File: src/rtl/gen_pattern_seq.sv
// gen_pattern_seq: loops over a small programmable table of (level, length)
// segments and drives each segment's level on wave_out for its length.
// Optional feature macro: GEN_LOOP_CNT_EN (finite loop count with done pulse).
module gen_pattern_seq #(
  parameter int SEG_NUM = 4,
  parameter int SEG_AW  = 2,
  parameter int CNT_W   = 8,
  parameter int LOOP_W  = 8
) (
  input  logic              clk,
  input  logic              rst,
  input  logic              cfg_wr,
  input  logic [SEG_AW-1:0] cfg_addr,
  input  logic              cfg_level,
  input  logic [CNT_W-1:0]  cfg_len,
  input  logic [SEG_AW-1:0] seg_last,
  input  logic [LOOP_W-1:0] loop_num,
  input  logic              start,
  input  logic              stop,
  output logic              busy,
  output logic              wave_out,
  output logic [SEG_AW-1:0] seg_idx,
  output logic              wrap,
  output logic              cfg_err,
  output logic              done
);

  typedef enum logic {IDLE, RUN} state_t;

  localparam logic [SEG_AW:0] SEG_MAX = (SEG_AW+1)'(SEG_NUM - 1);

  state_t             state;
  logic [SEG_NUM-1:0] lvl;
  logic [CNT_W-1:0]   seg_len [SEG_NUM];
  logic [SEG_AW-1:0]  last_q;
  logic [CNT_W-1:0]   cnt;

  logic [SEG_AW-1:0]  sl_clamp;
  logic               addr_ok;
  logic [CNT_W-1:0]   first_cnt;
  logic [SEG_AW-1:0]  nxt_idx;
  logic [CNT_W-1:0]   nxt_cnt;
  logic               at_last;
  logic               loop_done;

`ifdef GEN_LOOP_CNT_EN
  logic [LOOP_W-1:0]  loop_cnt;
  logic [LOOP_W-1:0]  loop_q;
`endif

  // Next-entry selection and zero-length-as-one reload values
  always_comb begin
    sl_clamp  = ({1'b0, seg_last} > SEG_MAX) ? SEG_MAX[SEG_AW-1:0] : seg_last;
    addr_ok   = ({1'b0, cfg_addr} <= SEG_MAX);
    first_cnt = (seg_len[0] == '0) ? '0 : seg_len[0] - CNT_W'(1);
    at_last   = (seg_idx == last_q);
    nxt_idx   = at_last ? '0 : seg_idx + SEG_AW'(1);
    nxt_cnt   = (seg_len[nxt_idx] == '0) ? '0 : seg_len[nxt_idx] - CNT_W'(1);
`ifdef GEN_LOOP_CNT_EN
    loop_done = at_last && (loop_q != '0) && ((loop_cnt + LOOP_W'(1)) == loop_q);
`else
    loop_done = 1'b0;
`endif
  end

`ifndef GEN_LOOP_CNT_EN
  logic unused_loop_num;
  assign unused_loop_num = ^loop_num;
  assign done = 1'b0;
`endif

  // Sequencer FSM, segment table and registered outputs
  always_ff @(posedge clk) begin
    if (rst) begin
      state    <= IDLE;
      busy     <= 1'b0;
      wave_out <= 1'b0;
      seg_idx  <= '0;
      wrap     <= 1'b0;
      cfg_err  <= 1'b0;
      last_q   <= '0;
      cnt      <= '0;
      lvl      <= '0;
      seg_len  <= '{default: CNT_W'(1)};
`ifdef GEN_LOOP_CNT_EN
      done     <= 1'b0;
      loop_cnt <= '0;
      loop_q   <= '0;
`endif
    end else begin
      cfg_err <= 1'b0;
      wrap    <= 1'b0;
`ifdef GEN_LOOP_CNT_EN
      done    <= 1'b0;
`endif
      case (state)
        IDLE: begin
          if (cfg_wr && addr_ok) begin
            lvl[cfg_addr]     <= cfg_level;
            seg_len[cfg_addr] <= cfg_len;
          end
          if (start && !stop) begin
            state    <= RUN;
            busy     <= 1'b1;
            seg_idx  <= '0;
            wave_out <= lvl[0];
            cnt      <= first_cnt;
            last_q   <= sl_clamp;
            // single-cycle entry 0 that is also the last entry wraps immediately
            wrap     <= (sl_clamp == '0) && (first_cnt == '0);
`ifdef GEN_LOOP_CNT_EN
            loop_cnt <= '0;
            loop_q   <= loop_num;
`endif
          end
        end
        RUN: begin
          if (cfg_wr) cfg_err <= 1'b1;
          if (stop || ((cnt == '0) && loop_done)) begin
            state    <= IDLE;
            busy     <= 1'b0;
            wave_out <= 1'b0;
            seg_idx  <= '0;
`ifdef GEN_LOOP_CNT_EN
            done     <= !stop;
`endif
          end else if (cnt == '0) begin
            seg_idx  <= nxt_idx;
            wave_out <= lvl[nxt_idx];
            cnt      <= nxt_cnt;
            wrap     <= (nxt_idx == last_q) && (nxt_cnt == '0);
`ifdef GEN_LOOP_CNT_EN
            if (at_last) loop_cnt <= loop_cnt + LOOP_W'(1);
`endif
          end else begin
            cnt  <= cnt - CNT_W'(1);
            wrap <= (cnt == CNT_W'(1)) && at_last;
          end
        end
        default: state <= IDLE;
      endcase
    end
  end

endmodule

File: config.mk
export PLATFORM = sky130hd
export DESIGN_NAME = gen_pattern_seq
export DESIGN_NICKNAME = d
export VERILOG_FILES = /design/src/rtl/gen_pattern_seq.sv
export SDC_FILE = /design/constraint.sdc
export NUM_CORES = 1
export LEC_CHECK = 0
export ABC_AREA = 1
export BUFFER_PORTS_ARGS = -buffer_cell sky130_fd_sc_hd__buf_2
export CAP_MARGIN = 20
export CORE_UTILIZATION = 53
export CTS_CLUSTER_DIAMETER = 80
export DETAILED_ROUTE_END_ITERATION = 10
export GPL_TIMING_DRIVEN = 0
export PLACE_DENSITY = 0.76
export SLEW_MARGIN = 20
export SYNTH_ARGS = -nofsm -noshare
export SYNTH_HDL_FRONTEND = slang
export SYNTH_SLANG_ARGS = --single-unit
File: constraint.sdc
create_clock -name clk -period 2 [get_ports clk]
set_input_delay 0.3 -clock clk [delete_from_list [all_inputs] [get_ports clk]]
set_output_delay 0.3 -clock clk [all_outputs]
set_load 0.005 [all_outputs]
==> run summary, run 1 <==
The run finished, with violations left. The checks that failed: setup timing. For this run, the post-layout net count is 542. The run gives 55.7% as the initial standard-cell utilization of the core. For the number of synthesis warnings, the log shows 0.

The cell-internal power was 0.00188 W. In the routed design, unresolved DRC markers number 0. The flop-to-flop setup slack is -290 ps, and the mux share of post-synthesis cell area is 0%.

The max-capacitance violation count came out at 0. Share of the synthesized area in the top cell type: 34.0%. Minimum period implied by the final worst setup slack: 2290 ps. The dominant combinational cell family by area after synthesis was simple AND/OR/NAND/NOR gates.

The area growth from synthesis to final layout was 22.8%; the total routing resource utilization after global routing was 30.5%. Setup violations remaining at the end of the flow were counted as 9. Total clock buffers created by CTS: 5. The analysis attributes to cell leakage a power of 1.69 nW.

The tree is rooted in a clkbuf_8. Sequential power share: 37.4%. STA puts the critical path data required time at 2190 ps. The clock network accounts for 20.6% of the total power. The die span in x came out at 78.8 um.

The number of port buffers is 22. The biggest area contributor in the post-synthesis netlist is dfxtp_1. In this run the worst path has a maximum fanout of 7. The via count of the first global-routing pass was 3047; the routed via count divided by cell count was 5.67.

0 antenna diodes ended up in the layout. For the total count of hold-check failures in the final report, the log shows 0. The initial antenna violation count is 0, and the iteration count of the initial detailed-routing pass is 5. For the worst-skew pair, the clock arrives at the later sink with an insertion delay of 300 ps.

Pin placement for this block handled 33 I/O pins. The switching share of total power works out to 39.4%. For the setup slack of the critical path after layout, the log shows -293 ps. After synthesis, the netlist uses 40 different library cells. TritonCTS built the clock tree.

For the worst setup path, the data arrival time is 2480 ps. Final hold analysis gives a worst-case slack of 226 ps. The fraction of the mapped netlist area in simple logic gates is 31.3%.

The HPWL after detailed placement is 6310 um. For the number of pins with negative max-slew slack in the final report, the log shows 0. Entering global routing, the biggest net connects 17 pins. The first global-routing pass estimated 14700 um of wire. The share of synthesized cell area in full adder, half adder and majority cells works out to 2.40%.

In the final layout, the share of cells above drive strength 1 is 23.7%. The power density over the cells was 808 nW/um^2; the async set or reset register ratio after synthesis was 0%. The die boundary height was 78.8 um. STA classifies the critical path endpoint as a register.

The portion of the post-synthesis area used by sequential elements came out at 34.0%. Setup repair after global routing could not meet its margin everywhere. The final cycle utilization of the critical path is 115%, and the final antenna-violating net count is 0. The worst hold path belongs to the class input pin to register. The wire length per cell after detailed routing is 15.3 um, and the flip-flop and latch count after synthesis is 53. STA classifies the critical path startpoint as a register. After Yosys synthesis, XOR and XNOR cells account for 1.40% of the synthesized area. The mapped netlist covers 3120 sq um.

The critical path is of the register to register type. The row count came out at 27. Leaving out fill and tap cells, the most frequent cell in the layout is inv_1. In the layout the commonest cells are inv_1, o21ai_0, nor2_1, nand2_1, dfxtp_1.

The logs give -471 ps for the setup slack at placement and 0 for the leftover overflow at the end of global routing. Summed over all layers, the routed wires come to 8920 um. Summing the areas of all compound-gate instances in the mapped netlist gives 20.0% of the synthesized area. The achievable frequency was 0.436 GHz. The number of H-tree levels was 2; the actual slew at the worst max-slew pin was 753 ps. Combinational logic is responsible for 42.0% of the overall power. In this run the power spent charging and discharging nets is 0.00122 W. After clock tree synthesis, the clock-pin slew on the worst setup and hold paths is 100 ps. Deepest clock path buffer count: 2. The number of nets handed over by synthesis was 495. The clock net in this run drives a total of 53 sinks. The dominant register cell in the synthesized netlist was dfxtp_1. The routability-driven placement congestion ratio is 0.934.

After synthesis, the cell types taking the most area are dfxtp_1, o21ai_0, nand3_1. The floorplan step defined a die boundary enclosing 6200 sq um. For the final setup skew, the log shows 4.19 ps. The average cell area after synthesis was 6.75 sq um; the worst IR drop on VDD was 0.384 mV.

The tools report the normalized max-slew margin as 48.5%. Summing over every cut layer, the via total after detailed routing is 3308. For the number of violations reported at the end of detailed-routing iteration 0, the log shows 208. Synthesis produced 463 cells. The floorplan core area was 5610 sq um; the number of flops mapped to enable cells by yosys was 0.
## routing by layer
metal | routed length (um) | global-route usage [%]
met1 | 3930 | 40.7
met5 | 0 | 0
met2 | 4170 | 49.9
met4 | 174 | 10.4
met3 | 635 | 5.06
## worst max-delay path, cell delays in order, from the launching register on
cell and delay, ps:
dfxtp_4 380, inv_4 70, nand2_4 50, nand2_4 90
nand2_8 70, nand2_4 90, buf_8 130, buf_6 130
nand2_1 60, nand3_1 110, nand2_4 120, nor2_4 210
buf_4 170, nand3_4 120, nand2_2 90, nand2_1 50
o211ai_1 120, a31oi_1 100
## flip-flops by register name (all words and copies together), names as in the netlist
name	cells
busy	1
wave_out	1
state	1
wrap	1
seg_idx	2
last_q	2
seg_len	32
cfg_err	1
lvl	4
cnt	8
## Yosys cell counts, drive strengths merged, types with 6 or more instances
library cell	n
nand3b	7
a21oi	35
o21ai	60
inv	65
nand2	74
ha	6
nor3	7
buf	6
nand3	52
clkbuf	10
dfxtp	53
nor2	57
## metrics by stage
step / setup TNS [ps] / cells / util [%] / total power (W) / area, sq um
after global placement: -3220 / 557 / 59.8 / 0.00213 / 3350
after detailed placement: -3520 / 557 / 59.8 / 0.00215 / 3350
after floorplan: -98.9 / 463 / - / 0.00190 / 3150
after CTS: -1310 / 581 / 66.8 / 0.00300 / 3740
final: -1890 / 583 / 68.4 / 0.00310 / 3830
after global routing: -3030 / 583 / 68.4 / 0.00327 / 3830
## cell families (layout without fill, tap and decap cells)
family,after synthesis,after routing
and+or+nand+nor,203,204
AOI/OAI and AO/OA,113,113
buffers and inverters,82,129
DFF,53,53
adders and majority gates,6,6
xor gates and xnor gates,5,5
other,1,1
## path summary, 6_finish.rpt
kind	start	endpoint	cells past startpoint
worst max register to register	seg_idx[1]	cnt[0]	17
worst max-delay path	seg_idx[1]	cnt[0]	17
worst min register to register	seg_len[11]	seg_len[11]	2
worst min-delay path	cfg_wr	cfg_err	3
## cell type report
cell class	instances	area [sq um]
Buffer	16	100
Clock buffer	6	82.6
Clock inverter	2	13.8
Fill cell	517	1770
Inverter	66	270
Multi-Input combinational cell	329	1970
Sequential cell	53	1070
Tap cell	72	90.1
Timing Repair Buffer	39	241
## what timing repair did
action / in CTS / in global routing
buffers inserted: 15 / 2
cloned: 1 / 0
hold buffers: 0 / 0
pin swaps: 14 / 15
hold endpoints to repair: 0 / 0
endpoints found under the setup margin: 9 / 15
gates resized for setup: 43 / 18
## power groups by stage
stage / Combinational [W] / Sequential [W] / Clock (W)
floorplan: 0.000732 / 0.00117 / 0
global placement: 0.000948 / 0.00118 / 0
detailed placement: 0.000973 / 0.00118 / 0
CTS: 0.00119 / 0.00116 / 0.000654
global route: 0.00141 / 0.00117 / 0.000691
finish: 0.00130 / 0.00116 / 0.000640
Note: power is estimated with default switching activity, not from simulation.
==> run 2, diff against run 1 <==
Settings changed: CORE_UTILIZATION 53 to 30, PLACE_DENSITY 0.76 to not set.
==> run 2 against run 1 <==
Compared with the run above:
- the run still ends with setup timing left
- total power up 1.4%
- sequential power about the same
- critical path type unchanged
- die area up 74%
- core utilization down 28 points
- final cell count up 12%
- wire length up 6.8%
- flip-flop and latch count unchanged
==> run summary, run 2 (same netlist as run 1, synthesis figures left out) <==
The routed via count divided by cell count came out at 5.09. The run gives 0 as the DRC violation count after routing. On the final layout, the worst clock skew is 12.4 ps.

The longest clock path from root to sink contains 2 buffers. The run gives 0 as the number of pins with negative max-slew slack in the final report. The number of placed instances, taps included, is 618. Total count of hold-check failures in the final report: 0. Type of element launching the critical path: a register. In the finished design, the share of the clock period the worst path needs comes to 112%. In the layout the commonest cells are inv_1, o21ai_0, nor2_1, nand2_1, dfxtp_1.

The die is 104 um wide. The largest net degree at the start of global routing is 19, and the wire length of the first global-routing pass is 15700 um. The die covers 10800 sq um. The run gives 9910 sq um as the floorplan core area.

Traced cell by cell, the critical path runs through inv_4 > nand2_4 > nand2_4 > buf_4 > a21oi_4 > nand3_2 > nand2_2 > inv_4 > buf_4 > buf_4 > nand2_2 > nand2_1 > nand3_2 > nand2_1 > nor2_1 > nand3_1 > a21oi_2. The min-delay analysis places its worst path in the category input pin to register. The worst-path cell with the longest stage delay was dfxtp_4.

Detailed-route wire length: 9520 um. The switching power was 0.00125 W. The tools report the initial antenna violation count as 0. The cell-internal power came out at 0.00189 W.

The final antenna-violating net count was 0. 33 I/O pins were placed. At the worst endpoint, the arrival time is 2490 ps. The filler cells instantiated in the layout total 1063. STA classifies the critical path endpoint as a register. The root buffer cell chosen for the clock tree is clkbuf_8. For this run the aggregate overflow at the end of global routing stands at 0.

The minimum period implied by the final worst setup slack was 2240 ps. For this block, the via count after detailed routing is 3331. Of all nets on the critical path, the largest fanout is 6. Clock-pin slew was measured on the worst setup and hold paths at 100 ps. After detailed routing, the average wire length per cell comes to 14.5 um. Across every metal layer, demand over resource in global routing totals 18.0%.

The count of cells in the finished layout, fillers not included, comes to 655. The clock tree synthesis step divided the H-tree into 2 levels. The share of total power dissipated in the clock network is 20.7%. The largest incremental delay on the critical path was 390 ps. Setup repair after global routing could not meet its margin everywhere.

Measured against its own limit, the worst slew margin works out to 58.2%. Across the VDD grid, the largest voltage drop is 0.312 mV. In the final layout, the registers with the most flip-flops are seg_len (32), cnt (8), lvl (4).

The number of violations reported at the end of detailed-routing iteration 0 was 254; the flop-to-flop setup slack was -240 ps. Summing all multi-input logic gate instances after layout gives 1960 sq um. The tools report the number of nets in the finished design as 553. The iteration count of the initial detailed-routing pass is 5.

From bottom edge to top edge, the die measures 104 um. The number of clock sinks seen by CTS came out at 53. In this run the power density over the cells is 788 nW/um^2. The row count was 36. The run finished, with violations left. For this design the static power due to leakage is 1.73 nW.

The congestion estimate from routability-driven global placement came to 0.872. Clock latency on the worst-skew pair, taken at its later pin, is 320 ps. At the worst endpoint, the required time is 2250 ps. For this configuration, the core starts out at a cell density of 31.5%.

The final reports fail on setup timing. Max-cap violations in this run came to 0. The number of flip-flops in the largest register is 32, and the final count of negative-setup-slack endpoints is 11. Of the total power, the share spent switching nets is 39.8%. Static timing analysis puts the maximum clock frequency at 0.447 GHz. The run gives -238 ps as the setup slack of the critical path after layout. The number of antenna diodes in the final layout is 0. The area growth from synthesis to final layout works out to 27.6%.

For the part of the total power dissipated in combinational logic, the log shows 42.4%. During placement, the flow inserted port buffers numbering 22. Of the total power, registers draw 36.9%. The via count of the first global-routing pass was 3169; the fraction of layout instances using a drive strength above 1 was 25.9%. Clock tree synthesis inserted a total of 5 buffers.

Summing all flip-flop and latch instances after layout gives 1070 sq um. For the pin with the worst max-slew slack, the measured transition is 628 ps. The register with the most flip-flops in the final layout is seg_len. The library cell used most frequently in the layout, excluding fill and tap cells, is inv_1. The cell with the most instances on the worst path is buf_4. TritonCTS built the clock tree.

Summed over all nets, the half-perimeter wirelength after detailed placement is 6770 um. The run gives -533 ps as the setup slack at placement. The worst setup path is of the register to register kind.
run 2: cell count changes in the layout (fill, tap and decap cells not counted), moves of 2 or more:
| cell | before | now |
|---|---|---|
| nand3_4 | 6 | 4 |
| nand2_4 | 8 | 10 |
| nand3_2 | 11 | 16 |
| a21oi_2 | 0 | 2 |
| buf_4 | 17 | 29 |
| nand3_1 | 36 | 33 |
| a21oi_1 | 34 | 32 |
| inv_6 | 1 | 3 |
| nand2_2 | 15 | 13 |
run 2: path summary, 6_finish.rpt:
path | from | to | depth (start not counted)
worst max-delay path | seg_idx[1] | wrap | 17
worst min-delay path | cfg_wr | cfg_err | 3
worst max register to register | seg_idx[1] | wrap | 17
worst min register to register | seg_len[1] | seg_len[1] | 2
run 2: final cells by class:
class	instances	share of cell area (%)
plain buffers	16	2.42
clock buffers	5	1.73
clock inverters	3	0.628
inverters	66	6.84
multi-input cells	329	49.3
flip-flops and latches	53	26.9
well taps	133	4.18
repair buffers	50	8.04
run 2: power groups by stage:
stage | clock network, W | registers [W] | logic (W)
after global routing | 0.000719 | 0.00117 | 0.00146
after global placement | 0 | 0.00118 | 0.000952
after detailed placement | 0 | 0.00118 | 0.000963
final | 0.000652 | 0.00116 | 0.00133
after CTS | 0.000667 | 0.00116 | 0.00116
after floorplan | 0 | 0.00117 | 0.000732
run 2: worst max-delay path, delay by kind of cell, from the launching register on:
family / cells / cell delay [ps]
simple gates: 10 / 840
buf+inv: 5 / 530
compound gates: 2 / 400
flops: 1 / 390
run 2: routing by layer:
layer	GRT usage (%)	share of wire, %
met1	23.1	45
met2	30.7	49
met3	3.07	4.8
met4	5.71	1.7
met5	0	0
run 2: through the flow:
step,total power (W),util [%],hold WS (ps),cell area (sq um),TNS (ps)
2_1_floorplan,0.00190,-,430,3150,-98.9
3_3_place_gp,0.00213,34.6,441,3430,-3120
3_5_place_dp,0.00214,34.6,445,3430,-3330
4_1_cts,0.00299,38.4,221,3810,-1490
5_1_grt,0.00334,40.2,215,3990,-3220
6_report,0.00314,40.2,223,3990,-1710
run 2: repair_timing:
item                       CTS  global route
gates cloned                 1             0
setup buffers               21             7
hold buffers                 0             0
setup endpoints to repair    9            22
gates resized for setup     31            32
pin swaps                   17            27
==> run 3, diff against run 2 <==
Settings changed: SLEW_MARGIN 20 to not set.
Clock period 2 ns to 2.75 ns, I/O delays scaled along.
==> run 3 against run 2 <==
Compared with the run above:
- the flow now finishes without violations
- critical path depth increased by 2
- core utilization decreased by 4.7 points
- register-to-register slack improved by 520 ps
- maximum frequency decreased by 9.3%
- global-route usage decreased by 1.6 points
- clock power decreased by 26%
==> run summary, run 3 (same netlist as run 1, synthesis figures left out) <==
In this run the deepest clock path goes through 2 buffers. The worst path arrival time is 2700 ps, and the top fanout value on the critical path is 10. The post-detailed-placement cell area was 3400 sq um; the iteration count of the initial detailed-routing pass was 6. The largest registers in the layout are seg_len (32), cnt (8), lvl (4).

The type of element capturing the critical path is a register. At the later pin of the worst-skew pair, clock insertion delay measures 320 ps. The minimum period implied by the final worst setup slack is 2470 ps, and the aggregate negative setup slack is 0 ps. Global-route track usage on met3: 2.63%. The number of antenna diodes in the final layout is 0. The first global-routing pass estimated 14400 um of wire.

The tools report the floorplan die area as 10800 sq um. Type of element launching the critical path: a register. Entering global routing, the biggest net connects 20 pins. The routed via count divided by cell count came out at 4.99. The run gives 161 ps as the setup slack at placement. The die is 104 um tall. The final layout contains 526 nets. In the routed design, unresolved DRC markers number 0. The core region is 9910 sq um.

Total clock buffers created by CTS: 5. Including well taps, the total number of placed cells is 618. Across all setup checks in the final design, the least slack found is 284 ps.

Setup repair after global routing left no endpoint under its margin. Leaving out fill and tap cells, the most frequent cell in the layout is nand2_1. Once the floorplan was initialized, standard cells occupied 31.5% of the core. Across the routed clock network, the largest skew measured is 11.8 ps.

For this block, the via count after detailed routing is 3136. The number of pins with negative max-slew slack in the final report was 0; the die span in x was 104 um. The analysis attributes to cell leakage a power of 1.55 nW.

Leaving out filler cells and counting taps, the final layout contains 628. After floorplanning, the core was divided into 36 placement rows. The cell count of the worst reg-to-reg path was 19. In the global route stage, met1 resource usage came out at 21.1%.

The number of clock sinks seen by CTS was 53; the initial antenna violation count was 0. The worst hold path was traced through 3 stages. The register with the most flip-flops in the layout has 32 of them.

The detailed-route wire length is 8610 um, and the worst IR drop on VDD is 0.246 mV. In the finished design, the share of the clock period the worst path needs comes to 89.7%. The type of the worst min-delay path was input pin to register. The total routing resource utilization after global routing is 16.5%, and the routability-driven placement congestion ratio is 0.874.

TritonCTS built the clock tree. Dividing the detail-routed wire length by the instance count gives 13.7 um. The area growth from synthesis to final layout is 12.6%, and the number of H-tree levels is 2. The finished cells cover 3520 sq um. The run gives 2952 as the via count of the first global-routing pass. The clock-pin slew on the worst setup and hold paths came out at 100 ps. The global routing stage identified its most utilized layer as met2. After filler insertion, the fill cell instance count of the layout stands at 1129. The flow ran to the end, and the final reports show no timing, DRC or antenna violations. Counting flops per register, the top entry is seg_len. The final design utilization was 35.5%; the leftover overflow at the end of global routing was 0.

The HPWL after detailed placement is 6720 um. The first routing iteration left 221 violations. Critical path class: register to register. For this design the ratio of total power to cell area is 575 nW/um^2. Data on the critical path is required at its endpoint by 2980 ps. For the pin with the worst max-slew slack, the measured transition is 619 ps. In the global route stage, met2 resource usage came out at 28.5%. The fraction of layout instances using a drive strength above 1 was 13.3%. The final antenna-violating net count came out at 0. The normalized max-slew margin was 58.7%; the number of primary I/O pins was 33.

The number of port buffers is 22, and the max-capacitance violation count is 0. The total count of hold-check failures in the final report was 0. The top cell types in the final layout, fill and taps aside, are nand2_1, inv_1, o21ai_0, nor2_1, dfxtp_1. Static timing analysis puts the maximum clock frequency at 0.405 GHz. The final count of negative-setup-slack endpoints was 0. The tools report the root buffer cell as clkbuf_8.
==> run 3: report_power, final <==
part | internal [W] | switching, W
sequential | 0.000814 | 0.0000275
clock | 0.000191 | 0.000289
combinational | 0.000236 | 0.000464
==> run 3: path summary, 6_finish.rpt <==
check	startpoint	end	slack, ps
setup / recovery	seg_idx[0]	wrap	280
hold reg to reg	seg_len[17]	seg_len[17]	460
hold / removal	cfg_wr	cfg_err	340
setup reg to reg	seg_idx[0]	wrap	280
==> run 3: worst max-delay path, cell delays in order (launching register included) <==
cell	delay, ps
dfxtp_2	370
inv_4	110
nand2_2	70
nand2_4	80
nand2_4	90
nand2_4	70
buf_4	190
nand2_1	70
nand3_1	100
nand2_1	90
inv_2	90
ha_1	140
nand3_1	110
nor2_4	120
nand3_4	110
nand2_1	140
nand3_1	90
nor2_1	100
nand3_1	70
a21oi_1	170
==> run 3: what timing repair did <==
action,CTS,global route
setup buffers,0,2
setup endpoints to repair,0,1
resized for setup,0,3
hold buffers,0,0
==> run 3: area by class of cell <==
type / count / area [sq um] / share of cell area, %
plain buffers: 16 / 85.1 / 2.42
clock buffers: 5 / 68.8 / 1.96
clock inverters: 3 / 28.8 / 0.818
inverters: 66 / 255 / 7.26
multi-input cells: 328 / 1720 / 49.0
flip-flops and latches: 53 / 1060 / 30.2
well taps: 133 / 166 / 4.73
repair buffers: 24 / 125 / 3.56
==> run 3: metal layers <==
layer  routed length, um  share of wire, %
met1                3900                45
met2                4170                48
met5                   0                 0
met4                 111               1.3
met3                 430               5.0
==> run 3: through the flow <==
| step | power, W | hold slack [ps] |
|---|---|---|
| after global placement | 0.00154 | 441 |
| after global routing | 0.00216 | 337 |
| after CTS | 0.00203 | 338 |
| after detailed placement | 0.00154 | 446 |
| final | 0.00202 | 340 |
| after floorplan | 0.00137 | 430 |
